`src/rtl/slv_spi.sv`:
```
// SPI responder: oversamples sclk/mosi/cs_n in the clk domain, deserialises MSB-first frames, returns a preloaded word on miso.
// Optional build macro SLV_SPI_FRAME_ERR_EN adds the frame_err pulse output (mid-frame abort or start-of-frame underrun).
module slv_spi #(
  parameter int BUS      = 4,
  parameter int SYNC_STG = 2
) (
  input  logic           clk,
  input  logic           arst_n,
  input  logic [1:0]     mode,
  input  logic [BUS-1:0] tx_byte,
  input  logic           tx_vld,
  output logic           tx_rdy,
  output logic [BUS-1:0] rx_byte,
  output logic           rx_vld,
  input  logic           sclk,
  input  logic           cs_n,
  input  logic           mosi,
  output logic           miso,
`ifdef SLV_SPI_FRAME_ERR_EN
  output logic           frame_err,
`endif
  output logic           dbg_state_o
);

  localparam int CW = (BUS > 2) ? $clog2(BUS) : 1;
  localparam logic [CW-1:0] LAST = CW'(BUS - 1);

  typedef enum logic {IDLE = 1'b0, ACTIVE = 1'b1} state_e;

  // tx handshake: tx_vld always writes the shadow; tx_rdy only reports that it is empty.

  logic [SYNC_STG-1:0] sclk_sync_q, cs_sync_q, mosi_sync_q;
  logic                sclk_prev_q, cs_prev_q;

  state_e         state_q, state_d;
  logic [1:0]     mode_q, mode_d;
  logic [CW-1:0]  bit_cnt_q, bit_cnt_d;
  logic [BUS-1:0] rx_shift_q, rx_shift_d;
  logic [BUS-1:0] tx_shift_q, tx_shift_d;
  logic [BUS-1:0] shadow_q, shadow_d;
  logic           full_q, full_d;
  logic           first_q, first_d;
  logic           reload_q, reload_d;
  logic           done_q, done_d;
  logic [BUS-1:0] rx_byte_q, rx_byte_d;
  logic           rx_vld_q, rx_vld_d;
  logic           err_q, err_d;

  logic sclk_s, cs_s, mosi_s;
  logic sclk_rise, sclk_fall, cs_fall, cs_rise;
  logic lead_edge, trail_edge, samp_edge, shft_edge;
  logic [BUS-1:0] tx_load;
  logic           underrun;

  // Sync chains reset to 0 so a select already low at reset release never starts a frame.
  always_ff @(posedge clk or negedge arst_n) begin
    if (!arst_n) begin
      sclk_sync_q <= '0;
      cs_sync_q   <= '0;
      mosi_sync_q <= '0;
      sclk_prev_q <= 1'b0;
      cs_prev_q   <= 1'b0;
    end else begin
      sclk_sync_q <= {sclk_sync_q[SYNC_STG-2:0], sclk};
      cs_sync_q   <= {cs_sync_q[SYNC_STG-2:0], cs_n};
      mosi_sync_q <= {mosi_sync_q[SYNC_STG-2:0], mosi};
      sclk_prev_q <= sclk_s;
      cs_prev_q   <= cs_s;
    end
  end

  assign sclk_s    = sclk_sync_q[SYNC_STG-1];
  assign cs_s      = cs_sync_q[SYNC_STG-1];
  assign mosi_s    = mosi_sync_q[SYNC_STG-1];
  assign sclk_rise = sclk_s & ~sclk_prev_q;
  assign sclk_fall = ~sclk_s & sclk_prev_q;
  assign cs_fall   = ~cs_s & cs_prev_q;
  assign cs_rise   = cs_s & ~cs_prev_q;

  assign lead_edge  = mode_q[1] ? sclk_fall : sclk_rise;
  assign trail_edge = mode_q[1] ? sclk_rise : sclk_fall;
  assign samp_edge  = mode_q[0] ? trail_edge : lead_edge;
  assign shft_edge  = mode_q[0] ? lead_edge : trail_edge;

  // A word offered in the load cycle bypasses the shadow; an empty shadow shifts out zeros.
  assign tx_load  = tx_vld ? tx_byte : (full_q ? shadow_q : '0);
  assign underrun = ~tx_vld & ~full_q;

  always_ff @(posedge clk or negedge arst_n) begin
    if (!arst_n) begin
      state_q    <= IDLE;
      mode_q     <= 2'b00;
      bit_cnt_q  <= '0;
      rx_shift_q <= '0;
      tx_shift_q <= '0;
      shadow_q   <= '0;
      full_q     <= 1'b0;
      first_q    <= 1'b0;
      reload_q   <= 1'b0;
      done_q     <= 1'b0;
      rx_byte_q  <= '0;
      rx_vld_q   <= 1'b0;
      err_q      <= 1'b0;
    end else begin
      state_q    <= state_d;
      mode_q     <= mode_d;
      bit_cnt_q  <= bit_cnt_d;
      rx_shift_q <= rx_shift_d;
      tx_shift_q <= tx_shift_d;
      shadow_q   <= shadow_d;
      full_q     <= full_d;
      first_q    <= first_d;
      reload_q   <= reload_d;
      done_q     <= done_d;
      rx_byte_q  <= rx_byte_d;
      rx_vld_q   <= rx_vld_d;
      err_q      <= err_d;
    end
  end

  always_comb begin
    state_d    = state_q;
    mode_d     = mode_q;
    bit_cnt_d  = bit_cnt_q;
    rx_shift_d = rx_shift_q;
    tx_shift_d = tx_shift_q;
    shadow_d   = shadow_q;
    full_d     = full_q;
    first_d    = first_q;
    reload_d   = reload_q;
    rx_byte_d  = rx_byte_q;
    done_d     = 1'b0;
    rx_vld_d   = 1'b0;
    err_d      = 1'b0;

    if (done_q) begin
      rx_byte_d = rx_shift_q;
      rx_vld_d  = 1'b1;
    end
    if (tx_vld) begin
      shadow_d = tx_byte;
      full_d   = 1'b1;
    end

    case (state_q)
      IDLE: begin
        if (cs_fall) begin
          state_d    = ACTIVE;
          mode_d     = mode;
          bit_cnt_d  = '0;
          tx_shift_d = tx_load;
          full_d     = 1'b0;
          first_d    = 1'b1;
          reload_d   = 1'b0;
          err_d      = underrun;
        end
      end
      ACTIVE: begin
        if (samp_edge) begin
          rx_shift_d = {rx_shift_q[BUS-2:0], mosi_s};
          if (bit_cnt_q == LAST) begin
            bit_cnt_d = '0;
            done_d    = 1'b1;
            reload_d  = 1'b1;
          end else begin
            bit_cnt_d = bit_cnt_q + 1'b1;
          end
        end
        // With CPHA=1 the first leading edge only ends the MSB setup window.
        if (shft_edge) begin
          first_d = 1'b0;
          if (reload_q) begin
            tx_shift_d = tx_load;
            full_d     = 1'b0;
            reload_d   = 1'b0;
          end else if (!(first_q && mode_q[0])) begin
            tx_shift_d = tx_shift_q << 1;
          end
        end
        if (cs_rise) begin
          state_d   = IDLE;
          bit_cnt_d = '0;
          reload_d  = 1'b0;
          if (bit_cnt_q != '0 && !(samp_edge && bit_cnt_q == LAST)) begin
            err_d = 1'b1;
          end
        end
      end
      default: state_d = IDLE;
    endcase
  end

  assign tx_rdy      = ~full_q;
  assign rx_byte     = rx_byte_q;
  assign rx_vld      = rx_vld_q;
  assign miso        = (state_q == ACTIVE) ? tx_shift_q[BUS-1] : 1'b0;
  assign dbg_state_o = state_q;

`ifdef SLV_SPI_FRAME_ERR_EN
  assign frame_err = err_q;
`else
  logic unused_err;
  assign unused_err = err_q;
`endif

endmodule

```
`config.mk`:
```
export PLATFORM = sky130hd
export DESIGN_NAME = slv_spi
export DESIGN_NICKNAME = d
export VERILOG_FILES = /design/src/rtl/slv_spi.sv
export SDC_FILE = /design/constraint.sdc
export NUM_CORES = 1
export LEC_CHECK = 0
export CAP_MARGIN = 5
export CORE_ASPECT_RATIO = 1.75
export CORE_MARGIN = 2
export CORE_UTILIZATION = 52
export CTS_CLUSTER_SIZE = 30
export DETAILED_ROUTE_END_ITERATION = 10
export GPL_TIMING_DRIVEN = 1
export PLACE_DENSITY_LB_ADDON = 0.25
export SLEW_MARGIN = 20
export SYNTH_ARGS = -nofsm -noshare
export SYNTH_HDL_FRONTEND = slang
export SYNTH_SLANG_ARGS = --single-unit
```
`constraint.sdc`:
```
create_clock -name clk -period 2.1 [get_ports clk]
set_input_delay 0.42 -clock clk [delete_from_list [all_inputs] [get_ports clk]]
set_output_delay 0.42 -clock clk [all_outputs]
set_load 0.02 [all_outputs]
```
-- Word-level counts from Yosys, hierarchy flattened
Index checks and enable logic that the tools add are counted.
- add/subtract/negate cells: 1
- equality and inequality tests: 5
- multiplexer cells: 39
- bitwise gates (word level): 10
- reductions and logical operators: 6
- operators with widths (operator ; number):
    $mux 4 ; 6
    $mux 1 ; 23
    $mux 2 ; 4
    $pmux 1 s2 ; 4
    $pmux 4 s2 ; 1
    $reduce_and 2->1 ; 4
    $not 1->1 ; 6
    $and 1x1->1 ; 4
    $pmux 2 s2 ; 1
    $ne 3x1->1 const B ; 1
    $ne 3x3->1 const B ; 1
    $reduce_and 3->1 ; 1
    $add 2x1->2 const B ; 1
    $eq 2x2->1 const B ; 1
    $ne 2x1->1 const B ; 1
    $ne 2x2->1 const B ; 1
    $logic_and 1x1->1 ; 1
- bits in registers: 34
- output and inout port bits: 8

-- Longest topological paths before layout
- word-level depth: 9
- mapped depth: 5
- mapped depth without buffers: 4

-- Worst setup path before layout
No wires, ideal clock.
- path kind: register to register
- start point: reg mode_q[1]
- end point: reg tx_shift_q[1]
- setup time: 125 ps
- data arrival time: 1444 ps
- setup slack: 531 ps
- stages on the path, launching flop included: 5
- period minus slack after synthesis: 1569 ps
- cell sequence: dfrtp_1 xor2_2 mux2i_1 o221a_4 mux2_4
- cells in the longest elaborated chain, start to end: 4
- elaborated cells between the ends (all ways): 5
- RTL lines (item ; RTL line ; source):
    start: declaration ; 36 ; logic [1:0] mode_q, mode_d;
    start signal: assignment ; 106 ; mode_q <= mode_d;
    $mux 1 (on tied branches) ; 81, 80 ;
    $mux 1 * ; 83 ; assign shft_edge = mode_q[0] ? lead_edge : trail_edge;
    $ne 2x1->1 (no line) * ; - ;
    $reduce_and 3->1 (no line) * ; - ;
    end signal: assignment ; 109 ; tx_shift_q <= tx_shift_d;
    end: declaration ; 39 ; logic [BUS-1:0] tx_shift_q, tx_shift_d;
Mark *: on every way between the ends. The rest lies on a longest branch, timed or not.
A chain may end at the register's enable or synchronous reset.

-- Worst setup path after layout
- start point: reg state_q (netlist: dbg_state_o)
- end point: out miso
- cells in the longest elaborated chain, start to end: 1
- RTL lines (item ; RTL line ; source):
    start: declaration ; 35 ; state_e state_q, state_d;
    start signal: assignment ; 105 ; state_q <= state_d;
    $mux 1 ; 196 ; assign miso = (state_q == ACTIVE) ? tx_shift_q[BUS-1] : 1'b0;
    end: declaration ; 18 ; output logic miso,
No other way between the ends.

==> results.yml <==
run_status:
  status: "completed"
cells_and_area:
  multi_input_area_sq_um: 507
  register_area_sq_um: 852
  fin_nets: 144
  fin_area_sq_um: 1710
  area_growth_pct: 23.5
  instances_no_fill: 158
  fillers: 205
  final_common_cell: "dfrtp_1"
  layout_common_cells: "33 x dfrtp_1, 19 x clkdlybuf4s50_1, 8 x mux2_2, 7 x nor2_1, 7 x a21oi_1"
  drive_gt1_share_pct: 18.9
  antenna_cells: 0
worst_setup_path:
  end_kind: "output pin"
  critPathArrivalTime_ns: 1.51
  cpMaxStageDelayCell: "clkdlybuf4s50_1"
  crit_chain: "and2_1 > clkdlybuf4s50_1"
  slowest_delay_ns: 0.59
  critPathKind: "flop to output pin"
  critical_path.max_fanout: 13
  start_kind: "flop"
  required_ns: 1.68
timing:
  final-hold-violation-count: 0
  worst-slew-pin-transition_ns: 0.409
  grt_setup_unrepaired: "false"
  max_freq_ghz: 0.519
  finalMaxSlewViolations: 0
  final-setup-viol-count: 0
  relSlewSlack_pct: 72.7
  fin_crit_sh_pct: 91.8
  fin_crit_ns: 1.93
  clock_skew_ns: 0.00663
  tns_ns: 0
global_route:
  track_usage_pct: 17.6
  grt_max_degree: 35
  antenna_found_initial: 0
  grt_overflow: 0
  grt_pass1_wl_um: 3960
  first_global_vias: 925
synth:
  synth_cells: 105
  synth_cell_types: 28
  postSynthAreaPerCell_sq_um: 13.2
  syn_nets: 118
  ys_warn_count: 0
  netlist_area_sq_um: 1390
  seq_area_frac_synth_pct: 61.3
  synth.ff_latch_count: 34
run:
  cap_violations: 0
place:
  dpl-instance-area_sq_um: 1620
  io_buffers: 19
  dpl.cell_count: 150
  dp_hpwl_um: 1660
  gp_congestion: 0.792
clock_network:
  clockRootBuffer: "clkbuf_8"
  cts-htree-levels: 2
  cts_setup_buffers: 0
  clock_latency_ns: 0.28
  cts_sinks: 34
  cts.clk_slew.worst_paths_ns: 0.06
  cts_made_buffers: 5
  tritoncts: "yes"
  max-clock-path-buffers: 2
power:
  total_leakage_power_nw: 0.781
  irDropWorstVdd_uv: 724
  power_mw: 1.93
  power_density_nw_per_um2: 1130
detailed_routing:
  drt_iter0_drc: 12
  drc_errors: 0
  vias: 889
  antenna_left: 0
  firstDrtPassIters: 2
  wl_per_cell_um: 14.4
  routed_wl_um: 2270
  route.detailed.vias_per_inst: 5.63
min_path:
  hold_path_class: "flop to flop"
die:
  io_pins: 20
  rows: 24
  die_h_um: 72.3
  start_util_pct: 55.0
  fp.dieW_um: 43.1
  die_area_sq_um: 3110
  core-area_sq_um: 2520
worst max-delay path, delay by kind of cell (launching register included):
family	cells	cell delay, ns
buf+inv	1	0.59
flops	1	0.48
simple gates	1	0.15
path summary, 6_finish.rpt:
kind	start	to	slack, ns	cells after the start
min	sclk_sync_q[0]$_DFF_PN0_	sclk_sync_q[1]$_DFF_PN0_	0.35	0
min in group asynchronous	arst_n	tx_shift_q[1]$_DFFE_PN0P_	0.54	2
max in group asynchronous	arst_n	dbg_state_o$_DFF_PN0_	1.24	2
max	dbg_state_o$_DFF_PN0_	miso	0.17	2
min reg2reg	sclk_sync_q[0]$_DFF_PN0_	sclk_sync_q[1]$_DFF_PN0_	0.35	0
max reg2reg	mode_q[1]$_DFFE_PN0P_	rx_shift_q[0]$_DFFE_PN0P_	0.36	4
final cells by class:
| cell class | count | area share [%] |
|---|---|---|
| sequential | 34 | 49.7 |
| multi-input combinational | 63 | 29.6 |
| timing repair buffer | 22 | 12.4 |
| clock buffer | 7 | 5.04 |
| tap | 26 | 1.90 |
| inverter | 5 | 1.09 |
| clock inverter | 1 | 0.292 |
logic make-up (layout without fill, tap and decap cells):
logic type,count (synthesis),count (layout),share of synthesized area (%)
xor+xnor,1,1,1.17
mux,19,19,16.3
fa+ha+maj,1,1,0.902
compound gates,19,19,10.0
buf+inv,8,35,2.16
simple gates,23,23,8.11
flops,34,34,61.3
sequential cells by signal, summed over array words and instances (netlist names):
name / cells
rx_byte: 4
rx_shift_q: 4
shadow_q: 4
tx_shift_q: 4
bit_cnt_q: 2
cs_sync_q: 2
mode_q: 2
mosi_sync_q: 2
sclk_sync_q: 2
cs_prev_q: 1
dbg_state_o: 1
done_q: 1
first_q: 1
full_q: 1
reload_q: 1
rx_vld: 1
sclk_prev_q: 1
where the power goes:
group          internal, mW  switching [mW]
registers             0.817           0.107
clock network         0.264           0.217
logic                 0.296           0.228
total                  1.38           0.552
per-layer routing:
metal  GRT usage, %  share of wire [%]  wire length, um  vias to the layer above
met1           17.5                 36              813                      446
li1               -                  -                -                      413
met4           12.8                5.0              114                        0
met3           6.22                4.6              105                       10
met5              0                  0                0                        -
met2           29.5                 54             1230                       20
synthesized netlist by cell type:
library cell	instances	share of area, %
nor2b_1	2	0.90
nand2b_1	4	1.8
o221a_4	1	1.4
o22a_1	1	0.63
a22oi_1	3	1.6
and2_1	1	0.45
nand2_1	6	1.6
nand3_1	1	0.36
nor2_1	7	1.9
a32o_1	1	0.72
mux2_2	8	6.5
xor2_2	1	1.2
mux2_4	3	3.2
a21oi_1	7	2.5
clkbuf_1	3	0.81
mux2i_2	1	0.99
mux2_1	6	4.9
ha_1	1	0.90
inv_1	5	1.4
a211oi_1	1	0.54
nor3_1	1	0.36
o21ai_0	1	0.36
nor4bb_1	1	0.72
a22o_1	1	0.63
o22ai_1	1	0.45
a21o_1	2	1.1
mux2i_1	1	0.72
dfrtp_1	34	61
what timing repair did:
action,in CTS,in global routing
resized for setup,0,1
hold buffers,0,0
setup endpoints to repair,0,1
per-stage QoR:
stage          setup WS [ns]  util [%]  hold slack [ns]
2_1_floorplan          0.531         -            0.124
3_3_place_gp           0.356      64.3            0.333
3_5_place_dp           0.289      64.3            0.336
4_1_cts               0.0443      67.9            0.350
5_1_grt               0.0927      68.0            0.353
6_report               0.172      68.0            0.348
No activity file was read; power rests on OpenSTA's default activity.
==> edit 1, RTL diff (same flow settings) <==
The option `SLV_SPI_FRAME_ERR_EN` is turned on by a define.
--- a/src/rtl/slv_spi.sv
+++ b/src/rtl/slv_spi.sv
@@ -1,4 +1,6 @@
 // SPI responder: oversamples sclk/mosi/cs_n in the clk domain, deserialises MSB-first frames, returns a preloaded word on miso.
 // Optional build macro SLV_SPI_FRAME_ERR_EN adds the frame_err pulse output (mid-frame abort or start-of-frame underrun).
+`define SLV_SPI_FRAME_ERR_EN
+
 module slv_spi #(
   parameter int BUS      = 4,
Formal check against the unedited RTL (old outputs only; new: frame_err): equivalent (Yosys induction, for registers that start in step).
==> edit 1 against the unedited design <==
  * Synthesized area increased by 6.8%
  * Die area increased by 6.2%
  * Worst setup slack better by 7.0 ps
  * Utilization fell by 1.8 points
  * Cell count increased by 13%
  * Power down 4.5%
  * Final area increased by 5.0%
  * Wire length grew 18%
  * Sequential cell count grew 1
  * Critical path type unchanged
  * Sequential share of layout area decreased by 0.99 points
  * Critical path depth did not move
  * Worst hold slack hardly changed
==> edit 1: results (changes against the unedited design) <==
- Number of global-route vias before repair: 1024 (+11%)
- Post-synth cell types: 29 (+3.6%)
- Hpwl dp: 1991 um (+20%)
- Post-synthesis sequential area ratio: 59.12% (-2.2 points)
- Comb_multi_in: 78 (+24%)
- Area delta synth->final: 21.54%
- Worst clock skew: 8.667 ps (+2.042 ps)
- Status: complete, no violations
- Via density: 5.556 (-1.3%)
- First-pass GRT wire length: 4567 um (+15%)
- Synth cell count leaders: dfrtp_1, nand2_1, mux2_2
- Non-clock buffers, area share: 11.95% (-0.46 points)
- VDD IR-drop max: 0.8057 mV (+11%)
- Worst R2R Path Depth: 3 (-1)
- Cells after DPL: 170 (+13%)
- FILL cells: 248 (+21%)
- Initial DRC Count: 13 (+1)
- Sequential share of cell area: 48.71% (-0.99 points)
- LEAKAGE: 0.8236 nW (+5.4%)
- CP max FO: 12 (-1)
- Mux contribution to synthesized area: 12.67% (-3.7 points)
- DR WL/cell: 15.07 um (+5.0%)
- Synth Net Count: 138 (+17%)
- ClkCell Share: 4.517% (-0.81 points)
- Worst slew pin tran: 452.3 ps (+43.43 ps)
- Multi-input combinational area share: 31.27% (+1.7 points)
- Reg2Reg Capture Point: rx_shift_q[2]$_DFFE_PN0P_
- Total track usage: 20.07% (+2.5 points)
- Largest net degree at the start of global routing: 36 (+2.9%)
- Synth Area in XOR/XNOR: 1.098% (-0.074 points)
- 1st-pass router iterations: 4 (+2)
- Nets: 164 (+14%)
- Final Worst Setup Slack: 178.9 ps (+7.007 ps)
- Nonclk inv count: 8 (+3)
- Post-Synth Adder-Cell Area: 1.689% (+0.79 points)
- Synth Area in Compound Gates: 8.615% (-1.4 points)
- Post-place setup slack: 189.3 ps (-99.88 ps)
-- edit 1: cell types whose count changed after synthesis, sizes merged, moves of 2 or more --
cell / change
a21oi: -4
a22oi: -2
a31oi: +3
inv: +3
mux2: -4
nand2: +8
nand3b: +5
nor2b: +2
o21ai: +4
or3: +3
-- edit 1: metal layers --
metal | routed length, um | GRT usage [%] | vias to the layer above
li1 | - | - | 472
met1 | 1016 | 19.94 | 489
met2 | 1489 | 34.97 | 22
met3 | 102 | 6.553 | 6
met4 | 75 | 12.46 | 0
met5 | 0 | 0 | -
-- edit 1: what timing repair did --
| action | 4_1_cts | 5_1_grt |
|---|---|---|
| resized for setup | 0 | 1 |
| endpoints found under the setup margin | 0 | 1 |
| endpoints found under the hold margin | 0 | 0 |
-- edit 1: power breakdown --
part	total, mW	internal (mW)	switching [mW]
Sequential	0.918	0.819	0.0988
Clock	0.465	0.232	0.232
Combinational	0.460	0.247	0.213
==> edit 2, RTL diff (same settings) <==
Made on the original files. Reset style: synchronous (`arst_n`), changed in 2 clocked blocks.
--- a/src/rtl/slv_spi.sv
+++ b/src/rtl/slv_spi.sv
@@ -54,5 +54,5 @@
 
   // Sync chains reset to 0 so a select already low at reset release never starts a frame.
-  always_ff @(posedge clk or negedge arst_n) begin
+  always_ff @(posedge clk) begin
     if (!arst_n) begin
       sclk_sync_q <= '0;
@@ -87,5 +87,5 @@
   assign underrun = ~tx_vld & ~full_q;
 
-  always_ff @(posedge clk or negedge arst_n) begin
+  always_ff @(posedge clk) begin
     if (!arst_n) begin
       state_q    <= IDLE;
Behaviour: differs if arst_n is asserted again (counterexample within 4 cycles, from zero or initial values and one cycle with arst_n low); with arst_n held inactive, the same outputs for 10 cycles.
==> edit 2 against the unedited design <==
  * Worst setup slack gained 92 ps
  * Final area down 2.2%
  * Sequential cell count did not move
  * First-iteration DRC count rose by 17%
  * Wire length rose by 18%
  * Synthesized area decreased by 0.90%
  * Worst hold slack improved by 86 ps
  * Via count up 22%
  * Clock skew rose by 0.87 ps
  * Non-clock buffer count increased by 1
  * Critical path type unchanged
Power is not compared: it rests on default switching activity, and its combinational part moved more than twofold at a synthesized area within 25%.
==> edit 2: results (changes against the unedited design) <==
- Slew margin rel.: 66.17% (-6.6 points)
- Status: complete, no violations
- Post-synthesis sequential area ratio: 49.50% (-12 points)
- Top FF cell, synth: dfxtp_1
- Via density: 5.642 (+0.28%)
- Htree depth: 2 (unchanged)
- Number of global-route vias before repair: 1145 (+24%)
- First-pass GRT wire length: 4740 um (+20%)
- Worst Hold Class: reg2reg
- Final GP Congestion: 0.8002 (+1.1%)
- Clock Latency Late Sink: 280 ps (about the same)
- Largest net degree at the start of global routing: 16 (-54%)
- Synth cell count leaders: dfxtp_1, mux2i_1, nand2_1
- I/O Buffers: 19 (unchanged)
- 1st-pass router iterations: 4 (+2)
- Routed WL: 2667 um (+18%)
- Dominant cells by area after synthesis: dfxtp_1, mux2i_1, and2_1
- Slowest-stage cell, CP: clkdlybuf4s50_1
- Worst clock skew: 7.492 ps (+0.8661 ps)
- Diodes inserted: 0 (unchanged)
- Initial DRC Count: 14 (+2)
- Share of cells above drive strength 1: 8.383% (-11 points)
- Synth Net Count: 157 (+33%)
- Post-synth cell types: 28 (unchanged)
- Worst path max stage delay: 620 ps (+30 ps)
- Nets: 180 (+25%)
- LEAKAGE: 0.6441 nW
- Hpwl dp: 1986 um (+19%)
- Async S/R FF share, synth: 0% (-100 points)
- Total track usage: 20.34% (+2.7 points)
- Synth warnings: 0 (unchanged)
## edit 2: cell types whose count changed in the layout (fill, tap and decap cells not counted), sizes merged, moves of 5 or more
cell / before / now
nand2: 6 / 11
dfrtp: 34 / 0
dfxtp: 0 / 34
nand3b: 0 / 8
mux2i: 2 / 13
nand3: 1 / 9
o21ai: 1 / 7
and2: 1 / 10
nand2b: 4 / 9
mux2: 17 / 1
## edit 2: per-layer routing
layer  vias up  track usage [%]  wire [um]
met1       520            20.86       1037
met4         0            12.85        103
met2        22            36.03       1455
li1        537                -          -
met5         -                0          0
met3        10            4.478         71
## edit 2: path summary, 6_finish.rpt
path	end	from	depth (start not counted)	slack (ps)
worst max-delay path	dbg_state_o	dbg_state_o$_SDFF_PN0_	2	260
worst min-delay path	mosi_sync_q[1]$_SDFF_PN0_	mosi_sync_q[0]$_SDFF_PN0_	1	430
worst max register to register	full_q$_SDFF_PN0_	mode_q[0]$_SDFFE_PN0P_	4	510
worst min register to register	mosi_sync_q[1]$_SDFF_PN0_	mosi_sync_q[0]$_SDFF_PN0_	1	430
## edit 2: final cells by class
type | count | area, sq um
Fill cell | 221 | 815.8
Sequential cell | 34 | 680.7
Multi-Input combinational cell | 100 | 655.6
Timing Repair Buffer | 23 | 220.2
Clock buffer | 7 | 76.32
Tap cell | 26 | 32.53
Inverter | 3 | 11.26
## edit 2: cell families after synthesis
logic type,Yosys count,synth area share (%)
xor+xnor,1,1.183
fa+ha+maj,1,0.9098
simple gates,62,25.02
mux,14,10.56
compound gates,22,10.01
flops,34,49.50
buf+inv,10,2.820
## edit 2: critical path, delay by kind of cell, from the launching register on
family | cells | cell delay [ps]
buf+inv | 2 | 810
flops | 1 | 320
## edit 2: through the flow
step	hold WS, ps	util [%]	std cells	cell area (sq um)	setup WS, ps
6_report	433.8	67.27	193	1677	264.3
5_1_grt	464.7	67.27	193	1677	188.5
4_1_cts	440.4	67.27	193	1677	257.1
3_5_place_dp	423.8	64.21	186	1600	408.7
3_3_place_gp	418.6	64.21	186	1600	486.1
2_1_floorplan	411.9	-	144	1375	710.0
## edit 2: power breakdown
part	internal, mW	switching, mW	total [mW]
combinational	0.0478	0.0425	0.0903
sequential	0.661	0.00996	0.671
clock	0.228	0.213	0.440
